===== src/rtl/fake_adc_pkg.sv =====
// Shared definitions for the fake ADC waveform generator.
package fake_adc_pkg;

    // Waveform select encoding as presented on the mode port.
    typedef enum logic [1:0] {
        MODE_TRIANGLE = 2'd0,
        MODE_SAW      = 2'd1,
        MODE_SQUARE   = 2'd2,
        MODE_NOISE    = 2'd3
    } mode_e;

    // Generator control states.
    typedef enum logic {
        ST_IDLE = 1'b0,
        ST_RUN  = 1'b1
    } state_e;

    localparam int unsigned LFSR_W = 16;

    // Galois feedback mask for taps 16,14,13,11 in the right-shifting form.
    localparam logic [LFSR_W-1:0] LFSR_TAPS    = 16'hB400;
    localparam logic [LFSR_W-1:0] DEFAULT_SEED = 16'hACE1;

    // One advance of the right-shifting Galois LFSR.
    function automatic logic [LFSR_W-1:0] lfsr_next(input logic [LFSR_W-1:0] s);
        return (s >> 1) ^ (s[0] ? LFSR_TAPS : '0);
    endfunction

endpackage


===== src/rtl/tick_divider.sv =====
// Sample-rate prescaler: strobes tick when the count reaches div, then restarts.
module tick_divider #(
    parameter int unsigned DIV_W = 16
) (
    input  logic             clk,
    input  logic             rst,
    input  logic             clr,
    input  logic [DIV_W-1:0] div,
    output logic             tick
);

    logic [DIV_W-1:0] count_q;
    logic [DIV_W-1:0] count_d;

    // Tick is combinational so the sample is computed in the same cycle the count matches.
    always_comb begin
        tick    = 1'b0;
        count_d = count_q + DIV_W'(1);
        if (clr) begin
            count_d = '0;
        end else if (count_q == div) begin
            tick    = 1'b1;
            count_d = '0;
        end
    end

    // Count register.
    always_ff @(posedge clk or negedge rst) begin
        if (!rst) begin
            count_q <= '0;
        end else begin
            count_q <= count_d;
        end
    end

endmodule


===== src/rtl/fake_adc_gen.sv =====
// Synthetic ADC source: triangle, saw, square or LFSR noise at a programmable sample rate.
module fake_adc_gen
    import fake_adc_pkg::*;
#(
    parameter int unsigned WIDTH  = 8,
    parameter int unsigned STEP_W = WIDTH,
    parameter int unsigned DIV_W  = 16,
    parameter logic [15:0] SEED   = DEFAULT_SEED
) (
    input  logic              clk,
    input  logic              rst,
    input  logic              en,
    input  logic [1:0]        mode,
    input  logic [STEP_W-1:0] step,
    input  logic [DIV_W-1:0]  div,
    output logic [WIDTH-1:0]  data_out,
    output logic              data_valid,
    output logic              sync
);

    // Two guard bits over the wider of sample/step so phase +/- step never wraps.
    localparam int unsigned PW = ((STEP_W > WIDTH) ? STEP_W : WIDTH) + 2;

    localparam logic signed [PW-1:0] PH_MAX  = signed'(PW'((1 << (WIDTH - 1)) - 1));
    localparam logic signed [PW-1:0] PH_MIN  = ~PH_MAX;
    localparam logic [WIDTH-1:0]     OUT_MAX = {1'b0, {(WIDTH - 1){1'b1}}};
    localparam logic [WIDTH-1:0]     OUT_MIN = {1'b1, {(WIDTH - 1){1'b0}}};

    state_e state_q;
    state_e state_d;
    logic   first_q;

    logic   run_c;
    logic   tick_c;
    logic   div_clr_c;
    logic   div_tick;

    mode_e             mode_q;
    mode_e             mode_d;
    logic [STEP_W-1:0] step_q;
    logic [STEP_W-1:0] step_d;
    logic [DIV_W-1:0]  div_q;
    logic [DIV_W-1:0]  div_d;

    logic signed [PW-1:0] phase_q;
    logic signed [PW-1:0] phase_d;
    logic                 dir_up_q;
    logic                 dir_up_d;
    logic [LFSR_W-1:0]    lfsr_q;
    logic [LFSR_W-1:0]    lfsr_d;

    logic [STEP_W-1:0]    step_eff;
    logic signed [PW-1:0] step_s;
    logic signed [PW-1:0] sum_s;
    logic signed [PW-1:0] diff_s;

    logic [WIDTH-1:0] data_out_q;
    logic [WIDTH-1:0] data_out_d;
    logic             valid_q;
    logic             valid_d;
    logic             sync_q;
    logic             sync_d;

    // Prescaler is held clear in IDLE and on the first RUN cycle, which ticks unconditionally.
    tick_divider #(
        .DIV_W (DIV_W)
    ) u_tick_divider (
        .clk  (clk),
        .rst  (rst),
        .clr  (div_clr_c),
        .div  (div_q),
        .tick (div_tick)
    );

    // State register.
    always_ff @(posedge clk or negedge rst) begin
        if (!rst) begin
            state_q <= ST_IDLE;
        end else begin
            state_q <= state_d;
        end
    end

    // Next state follows en, one clock later.
    always_comb begin
        state_d = state_q;
        unique case (state_q)
            ST_IDLE: if (en)  state_d = ST_RUN;
            ST_RUN:  if (!en) state_d = ST_IDLE;
            default: state_d = ST_IDLE;
        endcase
    end

    // Control decode: a tick seen while en is already low is dropped.
    always_comb begin
        run_c     = (state_q == ST_RUN) && en;
        div_clr_c = (state_q == ST_IDLE) || first_q;
        tick_c    = run_c && (first_q || div_tick);
    end

    // Waveform datapath: next phase, LFSR, shadow config and output sample.
    always_comb begin
        step_eff   = (step_q == '0) ? STEP_W'(1) : step_q;
        step_s     = signed'(PW'(step_eff));
        sum_s      = phase_q + step_s;
        diff_s     = phase_q - step_s;

        phase_d    = phase_q;
        dir_up_d   = dir_up_q;
        lfsr_d     = lfsr_q;
        mode_d     = mode_q;
        step_d     = step_q;
        div_d      = div_q;
        data_out_d = data_out_q;
        valid_d    = 1'b0;
        sync_d     = 1'b0;

        if (state_q == ST_IDLE) begin
            phase_d    = PH_MIN;
            dir_up_d   = 1'b1;
            data_out_d = '0;
            mode_d     = mode_e'(mode);
            step_d     = step;
            div_d      = div;
        end else if (!en) begin
            data_out_d = '0;
        end else if (tick_c) begin
            valid_d = 1'b1;
            if (mode_q == MODE_NOISE) begin
                lfsr_d     = lfsr_next(lfsr_q);
                data_out_d = lfsr_d[LFSR_W-1 -: WIDTH];
                sync_d     = first_q;
            end else begin
                if (first_q) begin
                    // Phase already sits at MIN/UP from IDLE; emit it as the period start.
                    sync_d = 1'b1;
                end else if (mode_q == MODE_TRIANGLE) begin
                    if (dir_up_q) begin
                        if (sum_s >= PH_MAX) begin
                            phase_d  = PH_MAX;
                            dir_up_d = 1'b0;
                        end else begin
                            phase_d = sum_s;
                        end
                    end else begin
                        if (diff_s <= PH_MIN) begin
                            phase_d  = PH_MIN;
                            dir_up_d = 1'b1;
                            sync_d   = 1'b1;
                        end else begin
                            phase_d = diff_s;
                        end
                    end
                end else begin
                    if (sum_s > PH_MAX) begin
                        phase_d = PH_MIN;
                        sync_d  = 1'b1;
                    end else begin
                        phase_d = sum_s;
                    end
                end

                if (mode_q == MODE_SQUARE) begin
                    data_out_d = phase_d[PW-1] ? OUT_MIN : OUT_MAX;
                end else begin
                    data_out_d = phase_d[WIDTH-1:0];
                end
            end

            // New config is sampled only on a period boundary and applies from the next sample.
            if (sync_d) begin
                mode_d = mode_e'(mode);
                step_d = step;
                div_d  = div;
            end
        end
    end

    // Datapath and output registers.
    always_ff @(posedge clk or negedge rst) begin
        if (!rst) begin
            first_q    <= 1'b1;
            mode_q     <= MODE_TRIANGLE;
            step_q     <= STEP_W'(1);
            div_q      <= '0;
            phase_q    <= PH_MIN;
            dir_up_q   <= 1'b1;
            lfsr_q     <= SEED;
            data_out_q <= '0;
            valid_q    <= 1'b0;
            sync_q     <= 1'b0;
        end else begin
            first_q    <= (state_q == ST_IDLE);
            mode_q     <= mode_d;
            step_q     <= step_d;
            div_q      <= div_d;
            phase_q    <= phase_d;
            dir_up_q   <= dir_up_d;
            lfsr_q     <= lfsr_d;
            data_out_q <= data_out_d;
            valid_q    <= valid_d;
            sync_q     <= sync_d;
        end
    end

    assign data_out   = data_out_q;
    assign data_valid = valid_q;
    assign sync       = sync_q;

endmodule


===== config.mk =====
export PLATFORM = sky130hd
export DESIGN_NAME = fake_adc_gen
export DESIGN_NICKNAME = d
export VERILOG_FILES = /design/src/rtl/fake_adc_pkg.sv /design/src/rtl/tick_divider.sv /design/src/rtl/fake_adc_gen.sv
export SDC_FILE = /design/constraint.sdc
export NUM_CORES = 1
export LEC_CHECK = 0
export BUFFER_PORTS_ARGS = -buffer_cell sky130_fd_sc_hd__buf_4
export CORE_ASPECT_RATIO = 0.6
export CORE_UTILIZATION = 35
export CTS_CLUSTER_SIZE = 24
export DETAILED_ROUTE_END_ITERATION = 8
export GPL_TIMING_DRIVEN = 0
export HOLD_SLACK_MARGIN = 0.03
export SLEW_MARGIN = 20
export SYNTH_ARGS = -nofsm -noshare
export SYNTH_HDL_FRONTEND = slang
export SYNTH_SLANG_ARGS = --single-unit

===== constraint.sdc =====
create_clock -name clk -period 4.8 [get_ports clk]
set_clock_uncertainty 0.1 [all_clocks]
set_input_delay 0.72 -clock clk [delete_from_list [all_inputs] [get_ports clk]]
set_output_delay 0.72 -clock clk [all_outputs]
set_load 0.01 [all_outputs]

==> impl_summary.txt, run 1 <==
----------------------------------------------------
[Job]
  Max-capacitance violation count ... 0

[Floorplan]
  Vert. Die Dim ... approximately 96 um
  I/O Pins ... 39
  Number of cell rows ... 34
  Effective utilization at floorplan ... 0.3585
  Core Box Area ... 14510 um^2
  Area enclosed by the die boundary ... between 15000 and 20000 um^2
  Horiz. Die Dim ... approximately 160 um

[Timing]
  Fin worst setup slack ... about 0.25 ns
  Min Clock Period, post-route ... 4.554 ns
  Slew Limit Headroom ... 0.4453
  Final-report hold violation count ... 0
  Endpoints failing setup ... 0
  Fraction of the cycle the final worst path needs ... 0.9487
  Highest Clock Rate ... ~0.22 GHz
  Unrepaired setup endpoints after global routing ... no
  Worst Tran Pin Value ... a little over 0.8 ns
  Total negative slack ... 0 ns
  Pins Over Slew Limit ... 0

[Drt]
  Topmost layer with routed signal wires ... met4
  Met1 WL ... 6915 um
  DRT Pass-1 Iters ... 5
  DRC violation count after routing ... 0
  Total Wirelength ... about 13000 um
  Routed length on met3 ... 1086 um
  Vias per std cell ... approximately 5.3
  First-iteration detailed-routing DRC count ... about 390
  Routed length per instance ... 16.87 um
  Routed via count ... between 4000 and 5000
  Antenna Nets Post-Route ... 0
  Met2 routed wirelength ... approximately 5300 um

[Finish]
  Most common cell after layout, fill and taps aside ... dfrtp_1
  Layout overhead on the synthesized area ... 16.00%
  Antenna cell count ... 0
  Nets ... approximately 640
  Commonest cells after routing, fill and taps aside ... 67 x dfrtp_1, 51 x nor2_1, 39 x nand2_1
  Layout cell share with drive strength beyond 1 ... 0.2235
  Post-Layout Inst Area ... just over 6000 um^2
  Final non-filler cell total ... roughly 800

[Clock tree]
  Clock buffer depth ... 2
  Clock insertion delay at the later pin of the skew report ... around 0.35 ns
  Num Clock Sinks ... 81
  Number of H-tree branching levels ... 3
  Number of buffers added to fix hold violations after cts ... 0
  Clock edge transition at the registers on the reported setup and hold paths ... about 0.07 ns
  Root buffer cell ... clkbuf_16
  Number of clock buffers inserted by TritonCTS ... 9
  TritonCTS clock tree ... done

[Place]
  Worst-case setup slack after placement ... a little over 0.08 ns
  IO Port Bufs ... 38
  HPWL Detailed ... between 10000 and 15000 um
  Routability congestion estimate ... roughly 0.9
  Instance area after placement ... 5733 um^2
  Number of instances in the placed design ... ~780

[Power and ir drop]
  Leakage power total ... about 2.7 nW
  Largest vdd supply drop ... between 100 and 150 uV
  Ratio of total power to cell area ... approximately 320 nW/um^2

[Status]
  Status ... finished clean

[Synth]
  Fraction of registers with async set or reset after synthesis ... 1.000
  Warnings, synthesis ... 0
  Synth Instances ... approximately 540
  Predominant post-synthesis flop cell ... dfrtp_1
  Net Count, Synth ... around 600
  EDFF count, synth ... 0
  Number of flip-flops and latches in the synthesized netlist ... 81
  Post-synth design cell area ... 5200 um^2
  Unique cell type count in the Yosys netlist ... 66
  Sequential cell area fraction in the yosys report ... 0.3932
  Synthesized area per cell ... roughly 9.6 um^2

[GRT]
  All-Layer GR Usage ... 0.1839
  Number of global-route vias before repair ... a little over 4000
  Wire length of the first global-routing pass ... between 20000 and 25000 um
  Global route total overflow ... 0
  Pin count of the biggest net entering global routing ... between 80 and 90
  Number of antenna violations at the first check in global routing ... 0

[Setup path]
  CP Launch Type ... flip-flop
  Data arrival time at the worst-slack endpoint ... around 4.7 ns
  Critical Setup Path Class ... reg2reg
  Worst setup slack for register-to-register paths ... roughly 0.25 ns
  Kind of capture point of the worst setup path ... flip-flop
  Worst reg-to-reg path cell count ... 15
  Endpoint of the worst register-to-register path ... div_q[6]$_DFFE_PN0P_
  Top fanout value on the critical path ... 10
  Required time of the critical path ... 4.93 ns
  Launch point of the worst reg-to-reg path ... step_q[5]$_DFFE_PN0P_

[Hold path]
  Worst Hold Class ... in2async

----------------------------------------------------
layout make-up:
class	count	area [um^2]
Buffer	29	135.1
Clock buffer	10	239.0
Clock inverter	6	50.05
Fill cell	1429	8474
Inverter	24	90.09
Multi-Input combinational cell	407	2937
Sequential cell	81	2044
Tap cell	198	247.7
Timing Repair Buffer	38	289.0
worst max-delay path, cell delays in order (launching register included):
cell,delay [ns]
dfrtp_1,0.43
nor4_2,0.51
a41o_1,0.28
ha_1,0.17
inv_1,0.05
fa_1,0.43
a211oi_2,0.42
nor4b_1,0.12
nor3b_1,0.32
nor4b_2,0.38
o31ai_4,0.11
nor3_2,0.23
o21ai_2,0.13
nand3_4,0.23
buf_6,0.22
mux2_4,0.31
worst max path at each step:
stage                          start                     to  slack [ns]  cells after the start
3_5_place_dp   step_q[5]$_DFFE_PN0P_   div_q[7]$_DFFE_PN0P_        0.08                     15
5_1_grt        step_q[4]$_DFFE_PN0P_  mode_q[0]$_DFFE_PN0P_        0.01                     15
2_1_floorplan  step_q[4]$_DFFE_PN0P_   div_q[0]$_DFFE_PN0P_        1.14                     15
3_3_place_gp   step_q[4]$_DFFE_PN0P_   div_q[8]$_DFFE_PN0P_        0.16                     15
6_report       step_q[5]$_DFFE_PN0P_   div_q[6]$_DFFE_PN0P_        0.25                     15
4_1_cts        step_q[4]$_DFFE_PN0P_   div_q[1]$_DFFE_PN0P_        0.07                     15
power by group:
part / internal [mW] / leakage, nW / switching (mW)
clock: 0.371 / 0.141 / 0.298
combinational: 0.196 / 1.58 / 0.288
sequential: 0.721 / 1.02 / 0.0343
synthesized netlist by cell type, drive strengths merged, types with 5 or more instances:
library cell / instances / area share
o31ai: 5 / 0.0099
dfstp: 14 / 0.071
buf: 12 / 0.014
a31oi: 8 / 0.0096
nor2: 51 / 0.037
a21oi: 25 / 0.024
nor4: 9 / 0.011
xor2: 31 / 0.052
and3: 8 / 0.0096
o21ai: 36 / 0.035
mux2: 41 / 0.10
inv: 23 / 0.017
nand2b: 8 / 0.0096
nor4b: 5 / 0.0096
a211oi: 6 / 0.0096
nor3: 10 / 0.011
clkbuf: 17 / 0.012
xnor2: 14 / 0.024
nand3: 16 / 0.018
nor2b: 12 / 0.014
dfrtp: 67 / 0.32
nand2: 39 / 0.028
o211ai: 10 / 0.015
ha: 17 / 0.041
metrics by stage:
stage	hold slack (ns)	util	power (mW)
global placement	0.3749	0.3952	1.235
CTS	0.3965	0.4151	1.915
detailed placement	0.3749	0.3952	1.242
global route	0.3654	0.4158	2.005
floorplan	0.3244	-	1.096
finish	0.2793	0.4158	1.909
sequential cells by signal, summed over array words and instances, names as in the netlist:
signal,count
data_valid,1
u_tick_divider.count_q,16
div_q,16
lfsr_q,16
phase_q,10
sync,1
first_q,1
step_q,8
mode_q,2
data_out,8
dir_up_q,1
state_q,1
cell families after synthesis:
family | Yosys count | share of synthesized area
AOI/OAI and AO/OA | 125 | 0.1639
xor gates and xnor gates | 45 | 0.07579
adders and majority gates | 19 | 0.04860
buffers and inverters | 53 | 0.04331
DFF | 81 | 0.3932
muxes | 42 | 0.1052
and+or+nand+nor | 176 | 0.1701
routing by layer:
metal  vias up  GRT usage
li1       2030          -
met4         0    0.02965
met5         -          0
met2       154     0.2646
met3         8    0.05420
met1      2041     0.2724
what timing repair did:
action | CTS | global route
resized for setup | 0 | 1
buffers inserted | 0 | 0
endpoints found under the hold margin | 0 | 0
setup endpoints to repair | 0 | 29
No activity file was read; power rests on OpenSTA's default activity.
==> inputs of run 2 (changes only) <==
--- a/config.mk
+++ b/config.mk
@@ -12,7 +12,9 @@
 export DETAILED_ROUTE_END_ITERATION = 8
 export GPL_TIMING_DRIVEN = 0
 export HOLD_SLACK_MARGIN = 0.03
+export REMOVE_ABC_BUFFERS = 1
 export SLEW_MARGIN = 20
 export SYNTH_ARGS = -nofsm -noshare
 export SYNTH_HDL_FRONTEND = slang
+export SYNTH_HIERARCHICAL = 1
 export SYNTH_SLANG_ARGS = --single-unit
==> run 2 against run 1 <==
Via count down 6.5%. Sequential cell count unchanged. Non-clock buffer count down 27. Critical endpoint is now div_q[4]$_DFFE_PN0P_.
==> impl_summary.txt, run 2 <==
----------------------------------------------------
[Status]
  Status ... finished clean

[Synth]
  Most area-consuming cells after synthesis ... dfrtp_1 33%, dfstp_2 7.2%, mux2_4 5.9%, mux2_2 4.4%, ha_1 4.2%
  Synthesized area per cell ... between 10 and 15 um^2
  Number of flip-flops and latches in the synthesized netlist ... slightly above 80
  Warnings, synthesis ... 6
  Post-synth design cell area ... between 5000 and 6000 um^2
  Top-area cell type share of the netlist area ... 0.3281
  Most common library cells after synthesis ... 67 x dfrtp_1, 50 x nor2_1, 32 x nand2_1
  Fraction of registers with async set or reset after synthesis ... 1.000
  Largest area contributor in the synthesized netlist ... dfrtp_1
  EDFF count, synth ... 0
  Leading cell type by number of instances after synthesis ... dfrtp_1
  Predominant post-synthesis flop cell ... dfrtp_1
  Sequential cell area fraction in the yosys report ... 0.4001
  Unique cell type count in the Yosys netlist ... a little under 80
  Synth Instances ... ~500

[Finish]
  Commonest cells after routing, fill and taps aside ... 67 x dfrtp_1, 49 x nor2_1, 37 x buf_4
  Largest registers in the final layout ... div_q: 16 flops, lfsr_q: 16 flops, u_tick_divider/count_q: 16 flops
  Layout overhead on the synthesized area ... 14.40%
  Most common cell after layout, fill and taps aside ... dfrtp_1
  Fill cells ... 1385
  Nets ... about 570
  Layout cell share with drive strength beyond 1 ... 0.2486
  Post-Layout Inst Area ... 5846 um^2
  Antenna cell count ... 0

[Clock tree]
  Clock insertion delay at the later pin of the skew report ... between 0.3 and 0.4 ns
  Number of H-tree branching levels ... 3
  Root buffer cell ... clkbuf_16
  Num Clock Sinks ... 81
  Clock buffer depth ... 2
  Number of clock buffers inserted by TritonCTS ... 9
  TritonCTS clock tree ... done
  Number of buffers added to fix hold violations after cts ... 0
  Clock edge transition at the registers on the reported setup and hold paths ... 0.06 ns

[Timing]
  Final-report hold violation count ... 0
  Min Clock Period, post-route ... ~4.6 ns
  Fraction of the cycle the final worst path needs ... 0.9479
  Slew Limit Headroom ... 0.4464
  Unrepaired setup endpoints after global routing ... no
  Total negative slack ... 0 ns
  Highest Clock Rate ... between 0.2 and 0.25 GHz
  Pins Over Slew Limit ... 0
  Endpoints failing setup ... 0
  Worst Tran Pin Value ... roughly 0.83 ns

[GRT]
  Pin count of the biggest net entering global routing ... 82
  Global route total overflow ... 0
  All-Layer GR Usage ... 0.1733
  Number of global-route vias before repair ... 3721
  Number of antenna violations at the first check in global routing ... 0
  Wire length of the first global-routing pass ... slightly below 20000 um

[Power and ir drop]
  Internal power ... around 1.4 mW
  Comb power frac ... 0.225
  Leakage power total ... approximately 2.5 nW
  Design Power ... 1.938 mW
  Register share of total power ... 0.415
  Ratio of total power to cell area ... roughly 330 nW/um^2
  Largest vdd supply drop ... between 150 and 200 uV
  NetSw ... between 0.5 and 0.6 mW
  Part of the power in the clock network ... 0.361
  Switching portion of total power ... 0.3030

[Drt]
  DRT Pass-1 Iters ... 6
  Antenna Nets Post-Route ... 0
  Routed via count ... a little under 4000
  First-iteration detailed-routing DRC count ... a little under 300
  Vias per std cell ... around 5.5
  Total Wirelength ... 12230 um
  DRC violation count after routing ... 0
  Routed length per instance ... about 17 um

[Setup path]
  Worst setup slack for register-to-register paths ... 0.25 ns
  Data arrival time at the worst-slack endpoint ... ~4.7 ns
  Endpoint of the worst register-to-register path ... div_q[4]$_DFFE_PN0P_
  Startpoint of the worst setup timing path ... step_q[4]$_DFFE_PN0P_
  Launch point of the worst reg-to-reg path ... step_q[4]$_DFFE_PN0P_
  Kind of capture point of the worst setup path ... flip-flop
  Capturing element of the worst setup path ... div_q[4]$_DFFE_PN0P_
  Worst reg-to-reg path cell count ... 15
  CP Launch Type ... flip-flop
  Required time of the critical path ... ~5 ns
  Top fanout value on the critical path ... 17
  Critical Setup Path Class ... reg2reg

[Place]
  HPWL Detailed ... roughly 9000 um
  Instance area after placement ... ~5500 um^2
  IO Port Bufs ... 38
  Routability congestion estimate ... between 0.8 and 0.9

[Floorplan]
  Horiz. Die Dim ... 158.0 um
  Number of cell rows ... 33
  Core Box Area ... ~14000 um^2
  Area enclosed by the die boundary ... roughly 15000 um^2
  Vert. Die Dim ... ~96 um
  I/O Pins ... 39
  Effective utilization at floorplan ... 0.3661

[Job]
  Max-capacitance violation count ... 0

[Hold path]
  Worst Hold Class ... in2async

----------------------------------------------------
-- run 2: layout make-up --
cell class | instances | area, um^2 | share of cell area
repair buffers | 40 | 336.6 | 0.05758
flip-flops and latches | 81 | 2044 | 0.3497
clock buffers | 10 | 229.0 | 0.03917
well taps | 192 | 240.2 | 0.04110
multi-input cells | 369 | 2835 | 0.4850
inverters | 25 | 93.84 | 0.01605
clock inverters | 6 | 66.31 | 0.01134
-- run 2: what timing repair did --
action / 4_1_cts / 5_1_grt
gates resized for setup: 0 / 1
buffers inserted: 1 / 0
gates cloned: 0 / 0
endpoints found under the setup margin: 17 / 26
pin swaps: 1 / 0
-- run 2: stage by stage --
stage / hold WS, ns / instances / utilization / worst slack (ns)
2_1_floorplan: 0.3244 / 475 / - / 0.6751
3_3_place_gp: 0.3850 / 705 / 0.3930 / -0.3851
3_5_place_dp: 0.3924 / 706 / 0.3952 / -0.1666
4_1_cts: 0.3965 / 723 / 0.4178 / 0.1340
5_1_grt: 0.3582 / 723 / 0.4189 / 0.04500
6_report: 0.2900 / 723 / 0.4189 / 0.2500
-- run 2: routing by layer --
layer | wire [um] | global-route usage
met4 | 163 | 0.04808
met3 | 978 | 0.05091
met2 | 5082 | 0.2460
met1 | 6002 | 0.2521
met5 | 0 | 0
-- run 2: worst min path at each step --
stage	start	end	slack, ns	depth (start not counted)
2_1_floorplan	rst	data_out[0]$_DFFE_PN0P_	0.32	0
3_3_place_gp	lfsr_q[2]$_DFFE_PN0P_	lfsr_q[2]$_DFFE_PN0P_	0.39	1
3_5_place_dp	lfsr_q[8]$_DFFE_PN0P_	lfsr_q[8]$_DFFE_PN0P_	0.39	1
4_1_cts	en	state_q$_DFF_PN0_	0.40	1
5_1_grt	rst	step_q[7]$_DFFE_PN0P_	0.36	1
6_report	rst	step_q[7]$_DFFE_PN0P_	0.29	1
-- run 2: power by group through the flow --
stage               Combinational, mW  Clock, mW  Sequential (mW)
floorplan                       0.312          0            0.799
global route                    0.477      0.742            0.812
finish                          0.435      0.699            0.804
detailed placement              0.427          0            0.815
CTS                             0.433      0.716            0.804
global placement                0.412          0            0.812
-- run 2: cells by family after synthesis --
kind of cell             share of synthesized area
AO/OA/AOI/OAI                               0.1699
AND/OR/NAND/NOR                             0.1577
flip-flops                                  0.4001
adder cells (fa/ha/maj)                    0.04946
multiplexers                                0.1048
buffers and inverters                      0.04774
XOR/XNOR                                   0.07028
-- run 2: critical path, cell delays in order, from the launching register on --
cell and delay (ns):
dfrtp_1 0.42, nor4_2 0.43, a41o_1 0.28, ha_1 0.21, inv_1 0.07, fa_1 0.46, a211oi_2 0.36, o21ai_0 0.14
o21ai_0 0.15, nand3_1 0.14, o31a_1 0.33, o32ai_4 0.40, a21oi_2 0.14, o21ai_4 0.25, buf_16 0.20, mux2_2 0.34
==> inputs of run 3 (changes only) <==
--- a/config.mk
+++ b/config.mk
@@ -7,6 +7,7 @@
 export LEC_CHECK = 0
 export BUFFER_PORTS_ARGS = -buffer_cell sky130_fd_sc_hd__buf_4
 export CORE_ASPECT_RATIO = 0.6
+export CORE_MARGIN = 2
 export CORE_UTILIZATION = 35
 export CTS_CLUSTER_SIZE = 24
 export DETAILED_ROUTE_END_ITERATION = 8
==> run 3 against run 2 <==
Sequential power about the same. Cell count grew 0.83%. Power down 2.3%. Sequential cell count unchanged. Worst hold slack got worse by 0.014 ns. First-iteration DRC count down 11%. Clock-buffer cell count down 1. Non-clock buffer count did not move. Die area is 3.4% higher.
==> impl_summary.txt, run 3 (synthesized netlist as in run 2, its figures left out) <==
----------------------------------------------------
[Drt]
  DRT Pass-1 Iters ... 4
  First-iteration detailed-routing DRC count ... 258
  DRC violation count after routing ... 0
  Total Wirelength ... roughly 12000 um
  Routed length per instance ... 16.79 um
  Routed via count ... just under 4000
  Vias per std cell ... 5.403
  Antenna Nets Post-Route ... 0

[Place]
  HPWL Detailed ... approximately 9000 um
  Routability congestion estimate ... ~0.87
  IO Port Bufs ... 38
  Number of instances in the placed design ... approximately 710

[Clock tree]
  Number of buffers added to fix hold violations after cts ... 0
  Num Clock Sinks ... between 80 and 90
  Number of H-tree branching levels ... 3
  Clock edge transition at the registers on the reported setup and hold paths ... ~0.07 ns
  Clock buffer depth ... 2
  Clock insertion delay at the later pin of the skew report ... between 0.3 and 0.4 ns
  Root buffer cell ... clkbuf_16
  Number of clock buffers inserted by TritonCTS ... 9
  TritonCTS clock tree ... done

[Setup path]
  Endpoint of the worst register-to-register path ... div_q[4]$_DFFE_PN0P_
  Worst setup slack for register-to-register paths ... ~0.23 ns
  Worst reg-to-reg path cell count ... 15
  Critical Setup Path Class ... reg2reg
  Required time of the critical path ... between 4 and 5 ns
  Kind of capture point of the worst setup path ... flip-flop
  Launch point of the worst reg-to-reg path ... step_q[4]$_DFFE_PN0P_
  CP Launch Type ... flip-flop
  Data arrival time at the worst-slack endpoint ... 4.70 ns
  Top fanout value on the critical path ... 17

[Floorplan]
  Number of cell rows ... 34
  Vert. Die Dim ... between 90 and 100 um
  I/O Pins ... 39
  Core Box Area ... 14380 um^2
  Effective utilization at floorplan ... 0.3554
  Area enclosed by the die boundary ... 15610 um^2
  Horiz. Die Dim ... around 160 um

[Timing]
  Slew Limit Headroom ... 0.4754
  Worst Tran Pin Value ... a little under 0.8 ns
  Fraction of the cycle the final worst path needs ... 0.9527
  Total negative slack ... 0 ns
  Endpoints failing setup ... 0
  Min Clock Period, post-route ... around 4.6 ns
  Pins Over Slew Limit ... 0
  Highest Clock Rate ... 0.2187 GHz
  Unrepaired setup endpoints after global routing ... no
  Final-report hold violation count ... 0

[Finish]
  Most common cell after layout, fill and taps aside ... dfrtp_1
  Antenna cell count ... 0
  Final non-filler cell total ... about 730
  Fin util ... 0.4060
  Layout cell share with drive strength beyond 1 ... 0.2505
  Nets ... ~570
  Fill cells ... around 1400
  Commonest cells after routing, fill and taps aside ... 67 x dfrtp_1, 49 x nor2_1, 37 x buf_4
  Multi-input logic area ... about 2800 um^2
  Combined flip-flop and latch cell area ... just over 2000 um^2
  Layout overhead on the synthesized area ... 14.25%
  Largest registers in the final layout ... div_q: 16 flops, lfsr_q: 16 flops, u_tick_divider/count_q: 16 flops

[Power and ir drop]
  Largest vdd supply drop ... 170.2 uV
  Leakage power total ... 2.541 nW
  Ratio of total power to cell area ... 324.2 nW/um^2

[Hold path]
  Worst Hold Class ... in2async

[GRT]
  Global route total overflow ... 0
  Number of antenna violations at the first check in global routing ... 0
  Number of global-route vias before repair ... 3859
  Wire length of the first global-routing pass ... a little over 20000 um
  Pin count of the biggest net entering global routing ... 82
  All-Layer GR Usage ... 0.1635

[Status]
  Status ... finished clean

[Job]
  Max-capacitance violation count ... 0

----------------------------------------------------
-- run 3: cell count changes in the layout (fill, tap and decap cells not counted) --
cell and delta:
clkinv_2 +1, clkinvlp_4 -2, bufinv_16 -1, clkbuf_1 -1
clkinv_4 +2, inv_8 +1
-- run 3: critical path: stages, from the launching register on --
cell,delay (ns)
dfrtp_1,0.43
nor4_2,0.45
a41o_1,0.28
ha_1,0.20
inv_1,0.07
fa_1,0.45
a211oi_2,0.35
o21ai_0,0.13
o21ai_0,0.14
nand3_1,0.12
o31a_1,0.32
o32ai_4,0.43
a21oi_2,0.15
o21ai_4,0.25
buf_16,0.20
mux2_2,0.35
-- run 3: what timing repair did --
action | 4_1_cts | 5_1_grt
pin swaps | 1 | 0
gates resized for setup | 0 | 1
setup buffers | 1 | 0
endpoints found under the setup margin | 17 | 26
-- run 3: where the power goes --
part | internal, mW | total, mW | switching [mW]
Clock | 0.356 | 0.654 | 0.298
Combinational | 0.196 | 0.437 | 0.241
Sequential | 0.750 | 0.803 | 0.0529
Total | 1.30 | 1.89 | 0.591
-- run 3: per-layer routing --
| metal | share of wire | wire (um) | GRT usage | vias up |
|---|---|---|---|---|
| met1 | 0.49 | 6033 | 0.2436 | 1957 |
| met4 | 0.012 | 151 | 0.04158 | 0 |
| met3 | 0.083 | 1011 | 0.05164 | 13 |
| met5 | 0 | 0 | 0 | - |
| li1 | - | - | - | 1840 |
| met2 | 0.41 | 5042 | 0.2264 | 129 |
-- run 3: how the worst max path moves through the flow --
stage,startpoint,end,slack (ns),cells past startpoint
2_1_floorplan,step_q[4]$_DFFE_PN0P_,div_q[15]$_DFFE_PN0P_,0.68,14
3_3_place_gp,step_q[4]$_DFFE_PN0P_,div_q[4]$_DFFE_PN0P_,-0.38,14
3_5_place_dp,step_q[4]$_DFFE_PN0P_,div_q[4]$_DFFE_PN0P_,-0.13,15
4_1_cts,step_q[4]$_DFFE_PN0P_,div_q[4]$_DFFE_PN0P_,0.15,15
5_1_grt,step_q[4]$_DFFE_PN0P_,div_q[15]$_DFFE_PN0P_,0.04,15
6_report,step_q[4]$_DFFE_PN0P_,div_q[4]$_DFFE_PN0P_,0.23,15
-- run 3: final cells by class --
type	instances	area share
Multi-Input combinational cell	369	0.4856
Sequential cell	81	0.3502
Timing Repair Buffer	40	0.05765
Tap cell	198	0.04243
Clock buffer	9	0.03858
Inverter	25	0.01607
Clock inverter	7	0.009430
-- run 3: per-stage QoR --
stage / cell area (um^2) / total power, mW / hold slack [ns] / setup slack (ns)
2_1_floorplan: 4960 / 1.111 / 0.3244 / 0.6751
6_report: 5838 / 1.893 / 0.2765 / 0.2270
3_3_place_gp: 5493 / 1.225 / 0.3845 / -0.3793
5_1_grt: 5838 / 1.994 / 0.3933 / 0.03952
4_1_cts: 5823 / 1.911 / 0.3999 / 0.1532
3_5_place_dp: 5523 / 1.242 / 0.3894 / -0.1344
